[config.mk]
export PLATFORM = sky130hd
export DESIGN_NAME = mult_arbiter
export DESIGN_NICKNAME = d
export VERILOG_FILES = /design/src/rtl/mult_arbiter.sv
export SDC_FILE = /design/constraint.sdc
export NUM_CORES = 1
export LEC_CHECK = 0
export CORE_ASPECT_RATIO = 1.25
export CORE_MARGIN = 8
export CORE_UTILIZATION = 42
export CTS_BUF_LIST = sky130_fd_sc_hd__clkbuf_8
export DETAILED_ROUTE_END_ITERATION = 8
export PLACE_DENSITY = 0.75
export SLEW_MARGIN = 20
export SYNTH_ARGS = -nofsm -noshare
export SYNTH_HDL_FRONTEND = slang
export SYNTH_SLANG_ARGS = --single-unit
[constraint.sdc]
create_clock -name clk -period 2.8 [get_ports clk]
set_clock_uncertainty 0.05 [all_clocks]
set_input_delay 0.56 -clock clk [delete_from_list [all_inputs] [get_ports clk]]
set_output_delay 0.56 -clock clk [all_outputs]
set_load 0.01 [all_outputs]
[src/rtl/mult_arbiter.sv]
// Two-requester arbiter in front of one shared shift-add multiplier.
// Latency: the result is valid W rising edges after the accepting edge and is held until taken.
// Backpressure: requests are accepted only in IDLE. A result is held while res_ready is low.
//
// Ports:
//   clk, rst                       rising-edge clock, asynchronous active-high reset
//   reqN_valid/ready/a/b (N=0,1)   operand pair handshake per requester
//   res_valid/ready/data/id        product handshake; res_id names the owning requester
//   busy                           high whenever the FSM is not in IDLE
module mult_arbiter #(
  parameter int W = 8
) (
  input  logic           clk,
  input  logic           rst,
  input  logic           req0_valid,
  output logic           req0_ready,
  input  logic [W-1:0]   req0_a,
  input  logic [W-1:0]   req0_b,
  input  logic           req1_valid,
  output logic           req1_ready,
  input  logic [W-1:0]   req1_a,
  input  logic [W-1:0]   req1_b,
  output logic           res_valid,
  input  logic           res_ready,
  output logic [2*W-1:0] res_data,
  output logic           res_id,
  output logic           busy
);

  localparam int SW = $clog2(W + 1);
  localparam logic [SW-1:0] LAST_STEP = SW'(W - 1);

  typedef enum logic [1:0] {
    IDLE = 2'd0,
    CALC = 2'd1,
    DONE = 2'd2
  } state_t;

  state_t         state_q, state_d;
  logic           prio_q,  prio_d;
  logic           owner_q, owner_d;
  logic [W-1:0]   a_sh_q,  a_sh_d;
  logic [2*W-1:0] b_sh_q,  b_sh_d;
  logic [2*W-1:0] acc_q,   acc_d;
  logic [SW-1:0]  step_q,  step_d;

  logic gnt0, gnt1;

  // A lone valid requester wins outright. When both are valid, prio picks the winner.
  // gnt0 and gnt1 are therefore never high together.
  assign gnt0 = req0_valid && (!req1_valid || !prio_q);
  assign gnt1 = req1_valid && (!req0_valid || prio_q);

  // The rst term keeps both readies low while reset is asserted.
  assign req0_ready = !rst && (state_q == IDLE) && gnt0;
  assign req1_ready = !rst && (state_q == IDLE) && gnt1;

  assign res_valid = (state_q == DONE);
  assign res_data  = (state_q == DONE) ? acc_q : '0;
  assign res_id    = owner_q;
  assign busy      = (state_q != IDLE);

  always_comb begin
    state_d = state_q;
    prio_d  = prio_q;
    owner_d = owner_q;
    a_sh_d  = a_sh_q;
    b_sh_d  = b_sh_q;
    acc_d   = acc_q;
    step_d  = step_q;
    unique case (state_q)
      IDLE: begin
        if (gnt0 || gnt1) begin
          owner_d = gnt1;
          // The next tie is given to the requester that just lost.
          prio_d  = !gnt1;
          a_sh_d  = gnt1 ? req1_a : req0_a;
          b_sh_d  = {{W{1'b0}}, (gnt1 ? req1_b : req0_b)};
          acc_d   = '0;
          step_d  = '0;
          state_d = CALC;
        end
      end
      CALC: begin
        // Always iterate W times, even when a_sh empties early.
        // This keeps the latency independent of the operand values.
        if (a_sh_q[0]) begin
          acc_d = acc_q + b_sh_q;
        end
        a_sh_d = a_sh_q >> 1;
        b_sh_d = b_sh_q << 1;
        step_d = step_q + SW'(1);
        if (step_q == LAST_STEP) begin
          state_d = DONE;
        end
      end
      DONE: begin
        if (res_ready) begin
          state_d = IDLE;
        end
      end
      default: state_d = IDLE;
    endcase
  end

  always_ff @(posedge clk or posedge rst) begin
    if (rst) begin
      state_q <= IDLE;
      prio_q  <= 1'b0;
      owner_q <= 1'b0;
      a_sh_q  <= '0;
      b_sh_q  <= '0;
      acc_q   <= '0;
      step_q  <= '0;
    end else begin
      state_q <= state_d;
      prio_q  <= prio_d;
      owner_q <= owner_d;
      a_sh_q  <= a_sh_d;
      b_sh_q  <= b_sh_d;
      acc_q   <= acc_d;
      step_q  <= step_d;
    end
  end

endmodule

==> metrics <==
cells along the critical path=clkdlybuf4s50_1, nand2_1, a211oi_1, clkdlybuf4s50_1; Root Buffer=clkbuf_8; Pleak=0.00172 uW; antenna cell count=0; Pwr Total=3510 uW; top sig layer=met4; CP bufs+invs=2; Worst-Skew Late Latency=0.30 ns; flops & latches, synth=48; count of cell types in the netlist=48; WL per Instance=about 15 um; Reg2Reg Setup Slack=0.30 ns; Tcrit/Tclk final=between 90% and 100%; TritonCTS clock tree=yes; CP max stage cell=clkdlybuf4s50_1; GR Overflow Total=0; post-CTS sizing=0; DP Area=around 3600 um^2; setup ws final=roughly 0.15 ns; PD cells=a little over 900 nW/um^2; WS Path Type=in2out; Reg-to-Reg Start=b_sh_q[1]$_DFFE_PP0P_; ys async rst share=100%; GRT Util Overall=around 14%; RSZ-0062 raised after global routing=no; Post-CTS Setup Inserts=0; critical path data arrival time=slightly above 2 ns; Post-Place Setup Slack=roughly 0.17 ns; Placer Congestion=0.911; IO Count=between 50 and 60; Startpoint Class=primary input; setup TNS=0 ns; net count after synthesis=approximately 380; Final ANT Viol Nets=0; Final nets=437; Final HPWL DP=about 5500 um; Synth Instances=325; Clock power frac=approximately 17%; Crit path depth=4; die height=between 100 and 150 um; Vias/cell=5.46; sequential-to-total area share from yosys stat=between 40% and 50%; Net Sw Frac=41.0%; port bufs=between 50 and 60; starting density of the core=between 40% and 50%; Critical Path Source=req0_valid; largest net degree at the start of global routing=33; share of cells above drive strength 1=under 10%; CP top delay family=buffers and inverters; VDD IR max=~0.00043 V; M1 WL=between 3000 and 4000 um; area delta synth->final=27.7%; status=completed; Hold Path Depth=2; R2R cell count=8; routed wire length=7020 um; most frequent CP cell=clkdlybuf4s50_1; Setup Viol. Count Final=0; CTS Buffer Depth=2; Synth Cell Area=2950 um^2; first-pass GRT wire length=roughly 12000 um; Core ar.=between 6000 and 7000 um^2; clock slew at reported path FFs=~0.090 ns; Die ar.=roughly 10000 um^2; Crit Reg-Reg Endpoint=acc_q[15]$_DFFE_PP0P_; HP Class=reg2reg; # clock sinks=48; EDFF count, synth=0; Slew @ Worst Pin=0.876 ns; H-tree lvl count=2; Final Cell Area=3760 um^2; met3 WL=just under 400 um; Initial DRT Pass Iterations=5; Rows=34; endpoints failing hold=0; peak per-stage delay on the critical path=0.60 ns; combinational power share=49.0%; data required time at the worst endpoint=between 2 and 2.5 ns; Critical Path End Type=primary output; switching power=1440 uW; Final min period=~2.6 ns; 1st-iter DRT viols=between 60 and 70; CTS Hold Bufs=0; antenna violations before repair=0; Die Wd=90.9 um; DRC violations left=0; CTS buffer count=5; met2 routed WL=approximately 3500 um; Avg Inst Size Synth=about 9 um^2; crit path capture=req0_ready; Top FF cell, synth=dfrtp_1; Slew HR=41.2%; vias post-DR=2581; final slew viol count=0; Max-Cap Viols=0; Internal Power=2070 uW; Sequential Power Share=between 30 and 40%; fmax=377 MHz; vias in the first global route=2583; crit-path max FO=5; Syn. warnings=0
-- worst min-delay path by stage --
| stage | startpoint | end | slack [ns] |
|---|---|---|---|
| floorplan | a_sh_q[4]$_DFFE_PP0P_ | a_sh_q[4]$_DFFE_PP0P_ | 0.40 |
| global placement | a_sh_q[3]$_DFFE_PP0P_ | a_sh_q[3]$_DFFE_PP0P_ | 0.41 |
| detailed placement | a_sh_q[4]$_DFFE_PP0P_ | a_sh_q[4]$_DFFE_PP0P_ | 0.42 |
| CTS | a_sh_q[4]$_DFFE_PP0P_ | a_sh_q[4]$_DFFE_PP0P_ | 0.44 |
| global route | a_sh_q[4]$_DFFE_PP0P_ | a_sh_q[4]$_DFFE_PP0P_ | 0.46 |
| finish | a_sh_q[2]$_DFFE_PP0P_ | a_sh_q[2]$_DFFE_PP0P_ | 0.44 |
-- cell families (layout without fill, tap and decap cells) --
group	after synthesis	after routing	synth area share, %
muxes	16	16	5.48
buffers and inverters	21	79	2.93
AOI/OAI and AO/OA	106	106	22.7
and+or+nand+nor	103	103	16.4
adders and majority gates	17	17	7.48
xor gates and xnor gates	14	14	4.16
DFF	48	48	40.8
-- flip-flops by register name (all words and copies together), names as in the netlist --
name	cells
acc_q	16
a_sh_q	8
state_q	2
prio_q	1
step_q	4
res_id	1
b_sh_q	16
-- power by group through the flow --
stage               logic (uW)  registers, uW  clock network, uW
finish                    1720           1210                584
global route              1930           1250                619
CTS                       1730           1210                587
detailed placement        1720           1220                  0
global placement          1660           1210                  0
floorplan                 1330           1140                  0
-- tightest hold or removal path: stages, from the launching register on --
cell and delay, ns:
dfrtp_1 0.35, nand2_1 0.04, o21ai_0 0.06
-- Yosys cell counts, drive strengths merged, types with 2 or more instances --
library cell  instances  share of area, %
a22o                 10               3.0
o21a                  2              0.51
inv                   7              0.89
nand2                41               5.2
nor3                  4              0.68
nor2b                 4              0.85
xor2                  7               2.1
a211oi                3              0.93
dfrtp                48                41
nor2                 23               2.9
nand3                 3              0.51
mux2i                15               5.1
o31ai                 3              0.93
xnor2                 7               2.1
o21ai                33               5.6
nand4                 3              0.64
a21oi                35               6.3
clkbuf               12               1.5
nand2b                3              0.64
and2                 15               3.2
ha                   16               6.8
a21o                 10               2.6
-- cell usage in the layout (no fill, tap or decap), types with 3 or more instances in the layout --
| master | count |
|---|---|
| nand4_1 | 3 |
| a21o_1 | 9 |
| nand3_1 | 3 |
| buf_4 | 8 |
| a22o_1 | 10 |
| o21ai_0 | 31 |
| a21oi_1 | 34 |
| inv_1 | 6 |
| xor2_1 | 7 |
| nor2_1 | 22 |
| clkdlybuf4s50_1 | 57 |
| ha_1 | 16 |
| mux2i_1 | 15 |
| and2_1 | 15 |
| nor3_1 | 4 |
| nand2_1 | 41 |
| clkbuf_8 | 5 |
| nor2b_1 | 4 |
| dfrtp_1 | 48 |
| xnor2_1 | 7 |
| nand2b_1 | 3 |
-- per-layer routing --
layer  global-route usage [%]  vias to the layer above
li1                         -                     1274
met1                     16.5                     1219
met2                     25.2                       76
met3                     4.23                       12
met4                     5.28                        0
met5                        0                        -
-- metrics by stage --
stage / util, % / hold WS [ns] / instances
CTS: 54.6 / 0.439 / 473
global route: 54.6 / 0.462 / 473
finish: 54.6 / 0.438 / 473
global placement: 52.7 / 0.411 / 466
detailed placement: 52.7 / 0.420 / 466
floorplan: - / 0.400 / 325
-- final cells by class --
type / instances / area [um^2]
Fill cell: 634 / 3130
Tap cell: 90 / 113
Multi-Input combinational cell: 256 / 1660
Clock buffer: 5 / 68.8
Sequential cell: 48 / 1200
Timing Repair Buffer: 65 / 631
Inverter: 7 / 26.3
Clock inverter: 2 / 60.1
(Power assumes the default switching activity.)
